===== src/rtl/core_datapath.sv =====
// core_datapath: shared-bus register file, ALU and Z flag slaved to the control word.
// Define DATAPATH_MUL_EN to build the multiplier for aluOp 4 (otherwise aluOp 4 passes AC).
module core_datapath #(
   parameter int REG_WIDTH = 12,
   parameter int INS_WIDTH = 8
) (
   input  logic                 clk,
   input  logic                 rstN,
   input  logic [2:0]           aluOp,
   input  logic [3:0]           incReg,
   input  logic [9:0]           wrEnReg,
   input  logic [3:0]           busSel,
   input  logic                 ZWrEn,
   input  logic [REG_WIDTH-1:0] dataMemOut,
   input  logic [INS_WIDTH-1:0] insMemOut,
   output logic [INS_WIDTH-1:0] ins,
   output logic                 Zout,
   output logic [REG_WIDTH-1:0] dataMemAddr,
   output logic [REG_WIDTH-1:0] dataMemIn,
   output logic [REG_WIDTH-1:0] insMemAddr,
   output logic [REG_WIDTH-1:0] busOut,
   output logic [REG_WIDTH-1:0] acOut
);
   logic [REG_WIDTH-1:0] ar, r, pc, rl, rc, rp, rq, r1, ac, bus, alu, mul;
   logic [INS_WIDTH-1:0] ir;
   logic                 z;
   always_comb begin
      bus = '0;
      case (busSel)
         4'd0:    bus = dataMemOut;
         4'd1:    bus = r;
         4'd2:    bus = REG_WIDTH'(ir);
         4'd3:    bus = rl;
         4'd4:    bus = rc;
         4'd5:    bus = rp;
         4'd6:    bus = rq;
         4'd7:    bus = r1;
         4'd8:    bus = ac;
         4'd9:    bus = REG_WIDTH'(insMemOut);
         4'd10:   bus = pc;
         default: bus = '0;
      endcase
   end
`ifdef DATAPATH_MUL_EN
   assign mul = ac * bus;
`else
   assign mul = ac;
`endif
   always_comb begin
      alu = ac;
      case (aluOp)
         3'd0:    alu = bus;
         3'd1:    alu = '0;
         3'd2:    alu = ac + bus;
         3'd3:    alu = ac - bus;
         3'd4:    alu = mul;
         3'd5:    alu = ac + 1'b1;
         default: alu = ac;
      endcase
   end
   // write enable takes priority over increment on the same register
   always_ff @(posedge clk) begin
      if (!rstN) begin
         ar <= '0;
         r  <= '0;
         pc <= '0;
         ir <= '0;
         rl <= '0;
         rc <= '0;
         rp <= '0;
         rq <= '0;
         r1 <= '0;
         ac <= '0;
         z  <= 1'b0;
      end else begin
         ar <= wrEnReg[9] ? bus : ar;
         r  <= wrEnReg[8] ? bus : r;
         pc <= wrEnReg[7] ? bus : incReg[3] ? pc + 1'b1 : pc;
         ir <= wrEnReg[6] ? bus[INS_WIDTH-1:0] : ir;
         rl <= wrEnReg[5] ? bus : rl;
         rc <= wrEnReg[4] ? bus : incReg[2] ? rc + 1'b1 : rc;
         rp <= wrEnReg[3] ? bus : incReg[1] ? rp + 1'b1 : rp;
         rq <= wrEnReg[2] ? bus : incReg[0] ? rq + 1'b1 : rq;
         r1 <= wrEnReg[1] ? bus : r1;
         ac <= wrEnReg[0] ? alu : ac;
         z  <= ZWrEn ? (alu == '0) : z;
      end
   end
   assign ins         = ir;
   assign Zout        = z;
   assign dataMemAddr = ar;
   assign dataMemIn   = r;
   assign insMemAddr  = pc;
   assign busOut      = bus;
   assign acOut       = ac;
endmodule


===== config.mk =====
export PLATFORM = sky130hd
export DESIGN_NAME = core_datapath
export DESIGN_NICKNAME = d
export VERILOG_FILES = /design/src/rtl/core_datapath.sv
export SDC_FILE = /design/constraint.sdc
export NUM_CORES = 1
export LEC_CHECK = 0
export ABC_CLOCK_PERIOD_IN_PS = 5140
export BUFFER_PORTS_ARGS = -buffer_cell sky130_fd_sc_hd__buf_4
export CAP_MARGIN = 15
export CORE_AREA = 8 8 129 131
export DETAILED_ROUTE_END_ITERATION = 6
export DIE_AREA = 0 0 137 139
export GPL_ROUTABILITY_DRIVEN = 1
export PLACE_DENSITY = 0.74
export SLEW_MARGIN = 30
export SYNTH_ARGS = -nofsm -noshare
export SYNTH_HDL_FRONTEND = slang
export SYNTH_SLANG_ARGS = --single-unit

===== constraint.sdc =====
create_clock -name clk -period 5.14 [get_ports clk]
set_input_delay 0.514 -clock clk [delete_from_list [all_inputs] [get_ports clk]]
set_output_delay 0.514 -clock clk [all_outputs]
set_load 0.03 [all_outputs]

==> impl_metrics.env, run 1 <==
export IMPL_run_status="finished clean"
export IMPL_finalSetupViolCount=0
export IMPL_synthesis_instances=907
export IMPL_ant_nets=0
export IMPL_post_cts_repair_setup_buffers=0
export IMPL_arrival_ns=5.10
export IMPL_grt_usage=0.2733
export IMPL_synth_main_ff_cell="sky130_fd_sc_hd__dfxtp_1"
export IMPL_reg2reg_depth=22
export IMPL_required_time_of_the_critical_path_ns=5.50
export IMPL_layout_cells_most_common_list="sky130_fd_sc_hd__nor2_1 (147), sky130_fd_sc_hd__buf_4 (146), sky130_fd_sc_hd__dfxtp_1 (117), sky130_fd_sc_hd__a211oi_1 (108), sky130_fd_sc_hd__nand2_1 (45)"
export IMPL_clock_sinks=117
export IMPL_timing_hold_violations_final=0
export IMPL_grt_max_degree=60
export IMPL_floorplan_initialDensity=0.5019
export IMPL_vdd_ir_drop_max_mv=0.2502
export IMPL_vias_in_the_first_global_route=7112
export IMPL_dp_hpwl_mm=18.76
export IMPL_min_delay_path_class="in2reg"
export IMPL_root_cell_of_the_clock_tree="sky130_fd_sc_hd__clkbuf_16"
export IMPL_reg2reg_setup_slack_ns=0.40
export IMPL_worstSkewPairLatency_ns=0.43
export IMPL_synth_fp_nets=971
export IMPL_core_region_area_sq_um=14750
export IMPL_grt_first_pass_wirelength_mm=40.33
export IMPL_reg2reg_to="acOut[11]$_SDFFE_PN0P_"
export IMPL_hold_depth=2
export IMPL_ffs_w_async_s_r_synth=0
export IMPL_row_count=45
export IMPL_detail_route_vias_per_cell=6.142
export IMPL_place_congestion=0.9694
export IMPL_cts_buffers_inserted=17
export IMPL_detail_route_drc_violations=0
export IMPL_fin_hold_ws_ns=0.3303
export IMPL_crit_path_max_incr_delay_ns=0.38
export IMPL_hp_start="rstN"
export IMPL_r2r_start="acOut[0]$_SDFFE_PN0P_"
export IMPL_overall_die_height_um=139
export IMPL_layout_area_overhead_pct=21.85
export IMPL_clk_path_buf_depth=2
export IMPL_crit_path_max_fanout=5
export IMPL_final_instance_count_without_filler_cells=1201
export IMPL_slew_headroom=0.4651
export IMPL_grt_setup_unrepaired="no"
export IMPL_layout_core_utilization=0.6115
export IMPL_min_clock_period_post_route_ns=4.737
export IMPL_crit_type="reg2reg"
export IMPL_ys_seq_elements=117
export IMPL_standby_leakage_power_nw=3.791
export IMPL_synth_distinct_cells=74
export IMPL_synth_avg_cell_area_sq_um=8.162
export IMPL_synthesis_yosys_warnings=0
export IMPL_drt_first_pass_iters=5
export IMPL_cts_hold_fix_buffers=0
export IMPL_timing_critical_path_slowest_stage_cell="sky130_fd_sc_hd__dfxtp_1"
export IMPL_cts_htree_levels=4
export IMPL_maxSlewViolCount=0
export IMPL_finalNetCount=1064
export IMPL_detail_route_iter0_violations=821
export IMPL_timing_worst_slew_pin_value_ns=0.8024
export IMPL_antenna_found_initial=0
export IMPL_clk_pin_slew_ns=0.06
export IMPL_drive_above_1_share=0.2083
export IMPL_chipWidth_um=137
export IMPL_setup_worst_path_end_class="flop"
export IMPL_overall_die_area_sq_um=19040
export IMPL_num_vias=7377
export IMPL_detailed_route_wire_length_per_cell_um=21.41
export IMPL_cts_resized=0
export IMPL_routed_wl_mm=25.71
export IMPL_tritoncts="built"
export IMPL_post_syn_area_sq_um=7403
export IMPL_synth_edff_count=0
export IMPL_fin_clk_skew_ns=0.01096
export IMPL_antennaDiodeCount=0
export IMPL_synth_sequential_area_ratio=0.3164
export IMPL_worst_hold_path_endpoint="acOut[7]$_SDFFE_PN0P_"
export IMPL_port_buffers=112
export IMPL_maxCapViolations=0
export IMPL_cp_start_kind="flop"
export IMPL_final_min_period_over_clock_period=0.9216
export IMPL_crit_chain="mux2i_1 -> o32ai_1 -> a2111oi_1 -> and2b_1 -> ha_1 -> and2_1 -> and4_1 -> nand3_1 -> a21oi_1 -> nor2b_1 -> o22ai_1 -> ha_1 -> inv_1 -> o22ai_1 -> a31o_2 -> o41ai_4 -> buf_4 -> xnor2_1 -> nor3b_1 -> o31ai_1 -> a211o_1 -> a21oi_1"
export IMPL_most_common_library_cell_in_the_layout_ignoring_fill_and_taps="sky130_fd_sc_hd__nor2_1"
export IMPL_power_per_cell_area_nw_per_um2=325.2
export IMPL_placedCellCount=1169
export IMPL_floorplan_io_pins=113
export IMPL_clock_fmax_mhz=211.1
export IMPL_grt_overflow_total=0
==> how the worst max path moves through the flow <==
| stage | start | end | slack (ns) | depth (start not counted) |
|---|---|---|---|---|
| global route | acOut[0]$_SDFFE_PN0P_ | acOut[11]$_SDFFE_PN0P_ | 0.03 | 22 |
| floorplan | busSel[3] | acOut[11]$_SDFFE_PN0P_ | 0.07 | 25 |
| finish | acOut[0]$_SDFFE_PN0P_ | acOut[11]$_SDFFE_PN0P_ | 0.40 | 22 |
| global placement | busSel[2] | acOut[11]$_SDFFE_PN0P_ | 0.11 | 23 |
| detailed placement | busSel[2] | acOut[11]$_SDFFE_PN0P_ | -0.02 | 23 |
| CTS | acOut[0]$_SDFFE_PN0P_ | acOut[11]$_SDFFE_PN0P_ | 0.34 | 21 |
==> routing by layer <==
layer  part of all wire  up-vias  GRT usage
li1                   -     3492          -
met1               0.44     3524     0.3600
met2               0.45      304     0.4106
met3              0.072       57    0.06486
met4              0.039        0     0.1259
met5                  0        -          0
==> critical path: cells and delay by family (launching register included) <==
kind                     cells  cell delay [ns]
multiplexers                 1             0.24
flip-flops                   1             0.38
XOR/XNOR                     1             0.13
AND/OR/NAND/NOR              6             1.11
buffers and inverters        2             0.27
AO/OA/AOI/OAI               10             1.99
adder cells (fa/ha/maj)      2             0.53
==> kinds of logic after synthesis <==
logic type	synth area share
buf+inv	0.05983
xor+xnor	0.06456
fa+ha+maj	0.03482
simple gates	0.2016
mux	0.06929
flops	0.3164
compound gates	0.2535
==> report_power, final <==
| part | leakage (nW) | switching [mW] | internal, mW |
|---|---|---|---|
| clock network | 0.283 | 0.485 | 0.724 |
| logic | 2.54 | 0.413 | 0.266 |
| registers | 0.966 | 0.0758 | 0.970 |
| total | 3.79 | 0.974 | 1.96 |
==> flip-flops by register name (all words and copies together), names as in the netlist <==
register / cells
rq: 12
insMemAddr: 12
ins: 8
Zout: 1
rp: 12
r1: 12
rc: 12
acOut: 12
rl: 12
dataMemIn: 12
dataMemAddr: 12
==> cell usage after synthesis (all sizes together) (19+ instances only) <==
master | count | area, sq um
nand2 | 45 | 168.9
nor2 | 147 | 551.8
a211oi | 108 | 810.8
ha | 19 | 237.7
mux2i | 31 | 310.3
clkbuf | 49 | 183.9
dfxtp | 117 | 2342
o21ai | 21 | 105.1
buf | 24 | 157.6
inv | 26 | 97.60
nand3 | 29 | 145.1
a21oi | 38 | 190.2
xor2 | 25 | 219.0
xnor2 | 27 | 236.5
==> metrics by stage <==
step           area (sq um)  setup TNS (ns)  power (mW)  worst slack, ns
6_report               9021               0       2.934           0.4031
5_1_grt                9021               0       3.045          0.02839
4_1_cts                9009               0       2.933           0.3390
3_5_place_dp           8414        -0.01582       1.729         -0.01582
3_3_place_gp           8414               0       1.727           0.1135
2_1_floorplan          7403               0       1.485          0.07260
==> cell type report <==
cell class	instances	area (sq um)
well taps	188	235.2
inverters	27	102.6
flip-flops and latches	117	2342
repair buffers	147	1116
fillers	1366	5731
clock inverters	15	168.9
clock buffers	17	425.4
multi-input cells	690	4631
Note: power is estimated with default switching activity, not from simulation.
==> inputs of run 2 (changes only) <==
==> constraint.sdc (replaced) <==
create_clock -name clk -period 5.14 [get_ports clk]
set_input_delay 1.028 -clock clk [delete_from_list [all_inputs] [get_ports clk]]
set_output_delay 1.028 -clock clk [all_outputs]
set_load 0.03 [all_outputs]
==> run 2 against run 1 <==
Against the previous run: routed wire length rose by 4.3%; total power is 4.0% higher; clock skew barely moved; flip-flop and latch count unchanged; final area is 7.2% higher; largest power group unchanged; highest routed layer unchanged.
==> impl_metrics.env, run 2 (synthesis results as in run 1) <==
export IMPL_crit_path_max_incr_delay_ns=0.36
export IMPL_drive_above_1_share=0.2762
export IMPL_most_common_library_cell_in_the_layout_ignoring_fill_and_taps="sky130_fd_sc_hd__buf_4"
export IMPL_floorplan_initialDensity=0.5019
export IMPL_combinationalPowerShare=0.254
export IMPL_vdd_ir_drop_max_mv=0.2335
export IMPL_power_total_mw=3.052
export IMPL_global_route_usage_met2=0.4317
export IMPL_grt_max_degree=77
export IMPL_vias_in_the_first_global_route=7371
export IMPL_hold_depth=2
export IMPL_chipWidth_um=137
export IMPL_timing_worst_slew_pin_value_ns=0.8409
export IMPL_power_per_cell_area_nw_per_um2=315.6
export IMPL_cp_start_kind="input port"
export IMPL_core_region_area_sq_um=14750
export IMPL_crit_type="in2reg"
export IMPL_placedCellCount=1238
export IMPL_root_cell_of_the_clock_tree="sky130_fd_sc_hd__clkbuf_16"
export IMPL_overall_die_height_um=139
export IMPL_row_count=45
export IMPL_detail_route_vias_per_cell=6.128
export IMPL_fin_clk_skew_ns=0.01060
export IMPL_clk_path_buf_depth=2
export IMPL_required_time_of_the_critical_path_ns=5.48
export IMPL_grt_util_met3=0.05797
export IMPL_detail_route_drc_violations=0
export IMPL_final_instance_count_without_filler_cells=1274
export IMPL_power_net_switching_mw=1.015
export IMPL_drt_first_pass_iters=5
export IMPL_detailed_route_wire_length_per_cell_um=21.06
export IMPL_power_switching_fraction=0.3325
export IMPL_worstSkewPairLatency_ns=0.42
export IMPL_worst_hold_path_endpoint="Zout$_SDFFE_PN0P_"
export IMPL_crit_buf_inv=4
export IMPL_finalSetupViolCount=0
export IMPL_pwr_share_seq=0.342
export IMPL_grt_first_pass_wirelength_mm=41.47
export IMPL_cts_htree_levels=4
export IMPL_dp_hpwl_mm=19.44
export IMPL_maxCapViolations=0
export IMPL_tritoncts="built"
export IMPL_clock_power_share=0.404
export IMPL_timing_critical_path_slowest_stage_cell="sky130_fd_sc_hd__a2111oi_2"
export IMPL_antenna_found_initial=0
export IMPL_crit_chain="buf_4 -> nor2b_1 -> a22o_1 -> a2111oi_2 -> buf_4 -> and2b_2 -> ha_4 -> and2_4 -> and4_4 -> nand3_2 -> buf_4 -> or2_2 -> a22oi_1 -> o22ai_1 -> ha_2 -> nor2_1 -> nor2_2 -> o41ai_4 -> buf_4 -> xnor2_1 -> a211oi_1 -> nor2_1 -> a211o_1 -> a21oi_1"
export IMPL_slew_headroom=0.4394
export IMPL_layout_cells_most_common_list="sky130_fd_sc_hd__buf_4 (216), sky130_fd_sc_hd__nor2_1 (146), sky130_fd_sc_hd__dfxtp_1 (117), sky130_fd_sc_hd__a211oi_1 (108), sky130_fd_sc_hd__nand2_1 (44)"
export IMPL_final_min_period_over_clock_period=0.9744
export IMPL_clock_fmax_mhz=199.7
export IMPL_cpLargestDelayFamily="compound AO/OA/AOI/OAI gates"
export IMPL_grt_usage=0.2782
export IMPL_grt_busiest_layer="met2"
export IMPL_port_buffers=112
export IMPL_routed_wl_mm=26.83
export IMPL_floorplan_io_pins=113
export IMPL_ant_nets=0
export IMPL_clock_sinks=117
export IMPL_num_vias=7807
export IMPL_worst_path_most_repeated_cell="sky130_fd_sc_hd__buf_4"
export IMPL_layout_area_overhead_pct=30.61
export IMPL_detail_route_iter0_violations=685
export IMPL_setup_worst_path_end_class="flop"
export IMPL_grt_overflow_total=0
export IMPL_antennaDiodeCount=0
export IMPL_crit_path_max_fanout=8
export IMPL_fin_ws_ns=0.1317
export IMPL_hp_start="Zout$_SDFFE_PN0P_"
export IMPL_standby_leakage_power_nw=4.185
export IMPL_totalNegativeSetupSlack_ns=0
export IMPL_cts_buffers_inserted=17
export IMPL_use_met1=0.3625
export IMPL_overall_die_area_sq_um=19040
export IMPL_place_congestion=0.9468
export IMPL_setup_slack_after_placement_ns=-0.4061
export IMPL_min_clock_period_post_route_ns=5.008
export IMPL_cell_internal_power_dissipation_mw=2.037
export IMPL_n_fill_cell=1277
export IMPL_maxSlewViolCount=0
export IMPL_reg2reg_to="acOut[11]$_SDFFE_PN0P_"
export IMPL_timing_hold_violations_final=0
export IMPL_cts_hold_fix_buffers=0
export IMPL_finalNetCount=1137
export IMPL_r2r_start="insMemAddr[0]$_SDFFE_PN0P_"
export IMPL_min_delay_path_class="reg2reg"
export IMPL_reg2reg_setup_slack_ns=0.62
export IMPL_run_status="finished clean"
export IMPL_reg2reg_depth=22
export IMPL_arrival_ns=5.35
export IMPL_clk_pin_slew_ns=0.06
## run 2: cell types whose count changed in the layout (fill, tap and decap cells not counted), sizes merged
| cell | delta |
|---|---|
| clkinv | -2 |
| inv | +4 |
| clkinvlp | -2 |
| buf | +73 |
## run 2: area by class of cell
cell class | count | area [sq um] | area share
clock buffer | 17 | 425.4 | 0.04400
clock inverter | 15 | 182.7 | 0.01889
inverter | 27 | 102.6 | 0.01061
multi-input combinational | 690 | 4706 | 0.4867
sequential | 117 | 2342 | 0.2422
tap | 188 | 235.2 | 0.02433
timing repair buffer | 220 | 1675 | 0.1733
## run 2: power groups by stage
stage | Sequential [mW] | Combinational (mW) | Clock (mW)
after CTS | 1.04 | 0.749 | 1.24
after detailed placement | 1.06 | 0.743 | 0
after global routing | 1.05 | 0.830 | 1.28
final | 1.04 | 0.775 | 1.23
after floorplan | 1.09 | 0.403 | 0
after global placement | 1.06 | 0.739 | 0
## run 2: stage by stage
step	cell area [sq um]	hold slack, ns	util
global route	9669	0.4898	0.6555
detailed placement	8967	0.4651	0.6079
finish	9669	0.4754	0.6555
CTS	9575	0.4765	0.6491
global placement	8967	0.4690	0.6079
floorplan	7455	0.4561	-
## run 2: timing repair
item | in CTS | in global routing
endpoints found under the setup margin | 0 | 2
resized for setup | 0 | 16
buffers inserted | 0 | 4
## run 2: tightest hold or removal path: cells and delay by family, from the launching register on
kind            cells  cell delay [ns]
simple gates        1             0.07
compound gates      1             0.05
flops               1             0.31
## run 2: worst max path at each step
stage | from | endpoint | slack, ns | cells after the start
floorplan | busSel[3] | acOut[11]$_SDFFE_PN0P_ | -0.21 | 24
global placement | busSel[1] | acOut[11]$_SDFFE_PN0P_ | -0.35 | 23
detailed placement | busSel[1] | acOut[11]$_SDFFE_PN0P_ | -0.41 | 23
CTS | busSel[2] | acOut[11]$_SDFFE_PN0P_ | 0.02 | 22
global route | busSel[2] | acOut[11]$_SDFFE_PN0P_ | -0.06 | 24
finish | busSel[2] | acOut[11]$_SDFFE_PN0P_ | 0.13 | 24
## run 2: per-layer routing
layer	wire length, um	vias up
li1	-	3653
met1	11230	3683
met2	12270	404
met3	2336	67
met4	990	0
met5	0	-
